--- src/rtl/bin_to_gray_gen.sv ---
// Binary-to-Gray encoder and autonomous Gray-sequence generator
// with valid/ready handshakes on both sides.
module bin_to_gray_gen #(
  parameter int WIDTH = 4,
  parameter int DWELL = 5
) (
  input  logic             reloj,
  input  logic             reset,
  input  logic             modo,
  input  logic [WIDTH-1:0] bin_in,
  input  logic             in_valid,
  output logic             in_ready,
  output logic [WIDTH-1:0] gray_out,
  output logic [WIDTH-1:0] bin_mirror,
  output logic             out_valid,
  input  logic             out_ready,
  output logic             wrap
);

  localparam int DW =
    (DWELL > 2) ? $clog2(DWELL - 1) : 1;
  localparam logic [DW-1:0] DLOAD =
    DW'((DWELL > 1) ? DWELL - 2 : 0);

  typedef enum logic [1:0] {
    IDLE,
    ENC,
    SW_PRES,
    SW_DWELL
  } state_t;

  function automatic logic [WIDTH-1:0] to_gray(
    input logic [WIDTH-1:0] b
  );
    return b ^ (b >> 1);
  endfunction

  state_t           state_q, state_d;
  logic [WIDTH-1:0] bin_q, bin_d;
  logic [WIDTH-1:0] gray_q, gray_d;
  logic             valid_q, valid_d;
  logic             wrap_q, wrap_d;
  logic [DW-1:0]    dwell_q, dwell_d;
  logic [WIDTH-1:0] nxt_bin;
  logic             enc_side;

  assign nxt_bin  = bin_q + WIDTH'(1);
  assign enc_side = (state_q == IDLE) ||
                    (state_q == ENC);

  assign in_ready = !reset && !modo &&
                    enc_side &&
                    (!valid_q || out_ready);

  always_comb begin
    state_d = state_q;
    bin_d   = bin_q;
    gray_d  = gray_q;
    valid_d = valid_q;
    dwell_d = dwell_q;
    wrap_d  = 1'b0;
    unique case (state_q)
      IDLE: begin
        valid_d = 1'b0;
        if (modo) begin
          state_d = SW_PRES;
          bin_d   = '0;
          gray_d  = '0;
          valid_d = 1'b1;
        end else if (in_valid) begin
          state_d = ENC;
          bin_d   = bin_in;
          gray_d  = to_gray(bin_in);
          valid_d = 1'b1;
        end
      end
      ENC: begin
        if (in_valid && in_ready) begin
          bin_d   = bin_in;
          gray_d  = to_gray(bin_in);
          valid_d = 1'b1;
        end else if (out_ready) begin
          state_d = IDLE;
          valid_d = 1'b0;
        end
      end
      SW_PRES: begin
        if (out_ready) begin
          if (!modo) begin
            state_d = IDLE;
            valid_d = 1'b0;
          end else if (DWELL == 1) begin
            bin_d   = nxt_bin;
            gray_d  = to_gray(nxt_bin);
            valid_d = 1'b1;
            wrap_d  = &bin_q;
          end else begin
            state_d = SW_DWELL;
            valid_d = 1'b0;
            dwell_d = DLOAD;
          end
        end
      end
      SW_DWELL: begin
        // Outputs keep the last code while invisible
        if (dwell_q == '0) begin
          state_d = SW_PRES;
          bin_d   = nxt_bin;
          gray_d  = to_gray(nxt_bin);
          valid_d = 1'b1;
          wrap_d  = &bin_q;
        end else begin
          dwell_d = dwell_q - DW'(1);
        end
      end
      default: begin
        state_d = IDLE;
        valid_d = 1'b0;
      end
    endcase
  end

  always_ff @(posedge reloj) begin
    if (reset) begin
      state_q <= IDLE;
      bin_q   <= '0;
      gray_q  <= '0;
      valid_q <= 1'b0;
      wrap_q  <= 1'b0;
      dwell_q <= '0;
    end else begin
      state_q <= state_d;
      bin_q   <= bin_d;
      gray_q  <= gray_d;
      valid_q <= valid_d;
      wrap_q  <= wrap_d;
      dwell_q <= dwell_d;
    end
  end

  assign gray_out   = gray_q;
  assign bin_mirror = bin_q;
  assign out_valid  = valid_q;
  assign wrap       = wrap_q;

endmodule

--- config.mk ---
export PLATFORM = sky130hd
export DESIGN_NAME = bin_to_gray_gen
export DESIGN_NICKNAME = d
export VERILOG_FILES = /design/src/rtl/bin_to_gray_gen.sv
export SDC_FILE = /design/constraint.sdc
export NUM_CORES = 1
export LEC_CHECK = 0
export BUFFER_PORTS_ARGS = -buffer_cell sky130_fd_sc_hd__clkbuf_2
export CAP_MARGIN = 30
export CORE_MARGIN = 10
export CORE_UTILIZATION = 45
export DETAILED_ROUTE_END_ITERATION = 10
export HOLD_SLACK_MARGIN = 0.15
export PLACE_DENSITY = 0.69
export SLEW_MARGIN = 0
export SYNTH_ARGS = -nofsm -noshare
export SYNTH_HDL_FRONTEND = slang
export SYNTH_SLANG_ARGS = --single-unit
--- constraint.sdc ---
create_clock -name reloj -period 3.65 [get_ports reloj]
set_clock_uncertainty 0.15 [all_clocks]
set_input_delay 0.73 -clock reloj [delete_from_list [all_inputs] [get_ports reloj]]
set_output_delay 0.73 -clock reloj [all_outputs]
set_load 0.1 [all_outputs]
==> results.yml, run 1 <==
critical_path:
  crit_path_frequent_cell: "clkbuf_2"
  cp_slowest_cell: "clkbuf_2"
  critPathMaxFanout: 12
  max_stage_delay_ps: 450
  critPathRequiredTime_ps: 2770
  cp.buffers_inverters: 2
  cp-start-kind: "input port"
  critical_path_class: "in2out"
  critPathArrivalTime_ps: 1710
  worstPathCellList: "clkbuf_2, nor3_2, and2_1, clkbuf_2"
  cp_top_family: "buffers and inverters"
  cp-end-kind: "output port"
floorplan:
  num_rows: 15
  start_util_pct: 47.5
  die_area_um2: 3960
  core_area_um2: 1750
  die_x_um: 62.9
  fp.dieH_um: 62.9
  io_pins: 20
detailed_routing:
  vias: 764
  drc: 0
  wl_mm: 1.94
  ant_nets: 0
  met3WireLength_um: 154
  drtIter0Drc: 20
  wl_per_cell_um: 13.7
  top_layer: "met4"
  viasPerCell: 5.42
  wl_met2_um: 895
  met1_length_um: 856
  dr.pass1.iters: 4
global_route:
  grt_pass1_wl_mm: 3.23
  grt_pass1_vias: 733
  grt_max_degree: 13
  grt.total_usage_pct: 9.86
  grt_antenna_before_repair: 0
  grt.overflow.total: 0
yosys:
  synth_top_area_cell: "dfxtp_1"
  netlist_area_um2: 830
  synth_edf_count: 0
  yosysSeqAreaShare_pct: 31.4
  avgSynthCellArea_um2: 8.46
  synthTopCellsByArea: "dfxtp_1 (31%), nor3_1 (5.4%), xnor2_1 (5.3%)"
  synthArstFlopShare_pct: 0
  yosysUniqueCellTypes: 38
  ys_ff_latch: 13
  ys.flop_type: "dfxtp_1"
  yosysWarnings: 0
  syn_nets: 109
  synth_cells: 98
  synth_top_area_share_pct: 31.4
final_layout:
  regArea_um2: 260
  layout_commonest_cell: "clkbuf_2"
  synthToLayoutAreaGrowth_pct: 11.9
  nFillCells: 170
  final_cell_mix: "clkbuf_2 (19), dfxtp_1 (13), nand2_1 (11), nor3_1 (9), a21oi_1 (7)"
  diodes: 0
  drive_above_1_share_pct: 23.3
  multi_input_area_um2: 493
  utilization_pct: 53.2
  num-nets-final: 128
cts:
  clockBufferDepth: 2
  cts_sinks: 13
  cts-resized-gates: 0
  cts_buffers: 3
  clkTransAtPathRegs_ps: 80
  cts_tree: "built"
  cts_hold_buf: 0
  ctsRootBufferMaster: "clkbuf_4"
  post_cts_buffers: 0
  insertion_delay_ps: 280
  htree_levels: 1
sta:
  relSlewSlack_pct: 63.8
  fin_crit_ps: 2590
  maxSlewViolCount: 0
  worst_slew_pin_slew_ps: 546
  rsz0062_at_grt: "no"
  setup_violations: 0
  max_freq_ghz: 0.386
  timing.hold.ws_ps: 374
  setup-tns-final_ps: 0
  fin_crit_sh_pct: 71.0
  hold_viol_final: 0
pwr:
  power_density_nw_per_um2: 518
  leakagePower_uw: 0.000395
  total_power_uw: 481
  ir_drop_uv: 164
run:
  cap_viol_max_count: 0
place:
  place.gp.congestion: 0.834
  dp_hpwl_mm: 1.51
  io_buffers: 19
status:
  status: "completed"
worst_hold_path:
  hold_class: "reg2reg"
[report_power, final]
part	switching [µW]	internal, µW	leakage (µW)
combinational	158	52.9	0.000272
sequential	20.8	157	0.000107
clock	49.6	42.4	0.0000150
total	228	252	0.000395
[state kept, by name, summed over array words and instances, names as in the netlist, named ones only]
signal      count
dwell_q         2
wrap            1
bin_mirror      3
state_q         1
gray_out        4
out_valid       1
[worst register-to-register path: cells and delay by family, from the launching register on]
kind                       cells  cell delay, ps
AOI/OAI and AO/OA              2             510
adders and majority gates      1             240
and+or+nand+nor                2             360
DFF                            1             380
buffers and inverters          1              60
[logic make-up after synthesis]
| logic type | synth area share [%] |
|---|---|
| and+or+nand+nor | 22.0 |
| AOI/OAI and AO/OA | 24.7 |
| DFF | 31.4 |
| buffers and inverters | 9.20 |
| xor gates and xnor gates | 8.45 |
| adders and majority gates | 3.02 |
| muxes | 1.21 |
[worst paths after layout]
check,startpoint,slack (ps),to,cells past startpoint
worst max-delay path,reset,1060,in_ready,4
worst min-delay path,dwell_q[1],370,dwell_q[1],2
worst max register to register,dwell_q[0],1870,gray_out[3],6
worst min register to register,dwell_q[1],370,dwell_q[1],2
[final cells by class]
cell class	instances	area share, %
Clock buffer	4	2.83
Multi-Input combinational cell	74	53.1
Tap cell	25	3.37
Sequential cell	13	28.0
Timing Repair Buffer	19	10.2
Inverter	6	2.43
[per-layer routing]
metal	GRT usage [%]	vias to the layer above
met4	5.31	0
met2	15.4	23
li1	-	393
met1	10.9	344
met3	4.48	4
met5	0	-
[metrics by stage]
| stage | setup slack (ps) | std cells | area (µm²) |
|---|---|---|---|
| floorplan | 1100 | 98 | 830 |
| global placement | 1070 | 137 | 902 |
| detailed placement | 1060 | 137 | 902 |
| CTS | 1050 | 141 | 928 |
| global route | 973 | 141 | 928 |
| finish | 1060 | 141 | 928 |
[cell usage after synthesis (2+ instances only)]
cell      number
nand2b_1       2
nand2_1       11
xor2_1         3
inv_1          6
nor3_1         9
and3_1         2
dfxtp_1       13
a211oi_1       3
a311oi_1       2
ha_1           2
o21ai_0        2
a21oi_1        7
xnor2_1        5
a22oi_1        2
nand3_1        3
nor2_1         3
buf_4          2
(Power assumes the default switching activity.)
==> run 2: changes to the inputs <==
ABC_AREA = 1   (was default)
PLACE_DENSITY = 0.71   (was 0.69)
clock period = 2.2 ns   (was 3.65 ns; I/O delays follow)
==> run 2 against run 1 <==
Compared with the run above: flip-flop and latch count unchanged; combinational power grew 140%; design area grew 13%; clock power increased by 59%; setup slack worse by 760 ps; wire length rose by 3.3%; synthesized cell count rose by 47%; critical endpoint is now bin_mirror[0].
==> results.yml, run 2 <==
sta:
  worst_slew_pin_slew_ps: 544
  relSlewSlack_pct: 63.9
  setup_violations: 0
  setup-tns-final_ps: 0
  fin_crit_sh_pct: 86.6
  max_freq_ghz: 0.525
  hold_viol_final: 0
  rsz0062_at_grt: "no"
  maxSlewViolCount: 0
  timing.hold.ws_ps: 258
  setup_slack_ps: 295
  fin_crit_ps: 1910
global_route:
  grt_pass1_wl_mm: 3.47
  grt.overflow.total: 0
  grt.total_usage_pct: 10.0
  grt_max_degree: 12
  grt_pass1_vias: 837
  grt_antenna_before_repair: 0
cts:
  cts-resized-gates: 0
  cts_tree: "built"
  cts_buffers: 3
  htree_levels: 1
  cts_sinks: 13
  cts_hold_buf: 0
  post_cts_buffers: 0
  insertion_delay_ps: 270
  clockBufferDepth: 2
  ctsRootBufferMaster: "clkbuf_4"
  clkTransAtPathRegs_ps: 80
final_layout:
  num-nets-final: 177
  nFillCells: 219
  synthToLayoutAreaGrowth_pct: 17.4
  regArea_um2: 260
  diodes: 0
  largest_reg_flops: 4
  layout_commonest_cell: "nand2_1"
  multi_input_area_um2: 534
  utilization_pct: 54.5
  final_cell_mix: "nand2_1 (39), inv_1 (21), clkbuf_2 (18), nor2_1 (17), dfxtp_1 (13)"
  drive_above_1_share_pct: 21.2
critical_path:
  critical_path_class: "reg2out"
  cp.buffers_inverters: 1
  cp-start-kind: "flop"
  cp-end-kind: "output port"
  cp_slowest_cell: "dfxtp_1"
  worstPathCellList: "clkbuf_2"
  cp_top_family: "flip-flops"
  max_stage_delay_ps: 520
  critPathRequiredTime_ps: 1610
  critPathMaxFanout: 9
  critPathArrivalTime_ps: 1320
place:
  place_ws_ps: 497
  dp_hpwl_mm: 1.66
  place.gp.congestion: 0.844
  io_buffers: 19
yosys:
  avgSynthCellArea_um2: 6.20
  ys.flop_type: "dfxtp_1"
  synthTopCellsByArea: "dfxtp_1 (29%), nand2_1 (16%), inv_1 (8.8%)"
  synthArstFlopShare_pct: 0
  synth_cells: 144
  synth_top_area_share_pct: 29.2
  ys_top_cells_by_count: "nand2_1 (39), inv_1 (21), nor2_1 (18)"
  yosysUniqueCellTypes: 20
  netlist_area_um2: 892
  ys_ff_latch: 13
  yosysWarnings: 0
  yosysMostFrequentCell: "nand2_1"
  synth_top_area_cell: "dfxtp_1"
  synth_edf_count: 0
  yosysSeqAreaShare_pct: 29.2
  syn_nets: 155
floorplan:
  core_area_um2: 1920
  io_pins: 20
  fp.dieH_um: 64.5
  start_util_pct: 46.4
  die_area_um2: 4160
  num_rows: 16
  die_x_um: 64.5
pwr:
  swShare_pct: 53.3
  leakagePower_uw: 0.000555
  power_density_nw_per_um2: 922
  ir_drop_uv: 458
  combPwrFrac_pct: 52.6
  power_switching_uw: 515
  p_int_uw: 451
  clkPwrFrac_pct: 15.1
  p_seq_share_pct: 32.2
run:
  cap_viol_max_count: 0
detailed_routing:
  drtIter0Drc: 41
  vias: 944
  wl_per_cell_um: 10.4
  dr.pass1.iters: 5
  wl_mm: 2.00
  drc: 0
  ant_nets: 0
  viasPerCell: 4.92
status:
  status: "completed"
worst_hold_path:
  hold_class: "in2reg"
-- run 2: changes by cell type in the layout (fill, tap and decap cells not counted), sizes merged, moves of 3 or more --
cell | previous run | this run
a211oi | 3 | 0
inv | 6 | 22
nand2 | 11 | 48
nand3 | 3 | 12
nor2 | 4 | 20
nor3 | 10 | 1
o21ai | 2 | 11
xnor2 | 5 | 0
xor2 | 3 | 0
-- run 2: routing by layer --
| metal | up-vias | global-route usage [%] | routed length, µm |
|---|---|---|---|
| li1 | 505 | - | - |
| met1 | 410 | 10.7 | 868 |
| met2 | 23 | 16.5 | 943 |
| met3 | 6 | 4.30 | 147 |
| met4 | 0 | 5.08 | 40 |
| met5 | - | 0 | 0 |
-- run 2: layout make-up --
type	instances	area share, %
Tap cell	27	3.23
Multi-Input combinational cell	107	51.0
Sequential cell	13	24.9
Timing Repair Buffer	19	10.5
Clock buffer	4	2.51
Inverter	22	7.89
-- run 2: stage by stage --
step                cell area [µm²]  instances  power, µW
floorplan                       900        144        757
global placement               1020        188        823
detailed placement             1020        188        829
CTS                            1050        192        975
global route                   1050        192       1030
finish                         1050        192        966
-- run 2: power by group through the flow --
stage	Clock (µW)	Sequential (µW)	Combinational, µW
4_1_cts	150	312	513
3_5_place_dp	0	317	512
3_3_place_gp	0	315	508
5_1_grt	161	318	555
2_1_floorplan	0	500	257
6_report	146	311	508
-- run 2: cells by family after synthesis --
family          after synthesis  share of synthesized area (%)
fa+ha+maj                     2                           2.80
simple gates                 84                           43.9
buf+inv                      24                           11.8
flops                        13                           29.2
compound gates               21                           12.3
-- run 2: worst paths after layout --
kind,start,to,slack (ps),depth (start not counted)
setup / recovery,bin_mirror[0],bin_mirror[0],290,1
hold / removal,reset,bin_mirror[2],260,2
setup reg to reg,bin_mirror[0],gray_out[1],590,8
hold reg to reg,out_valid,out_valid,370,2
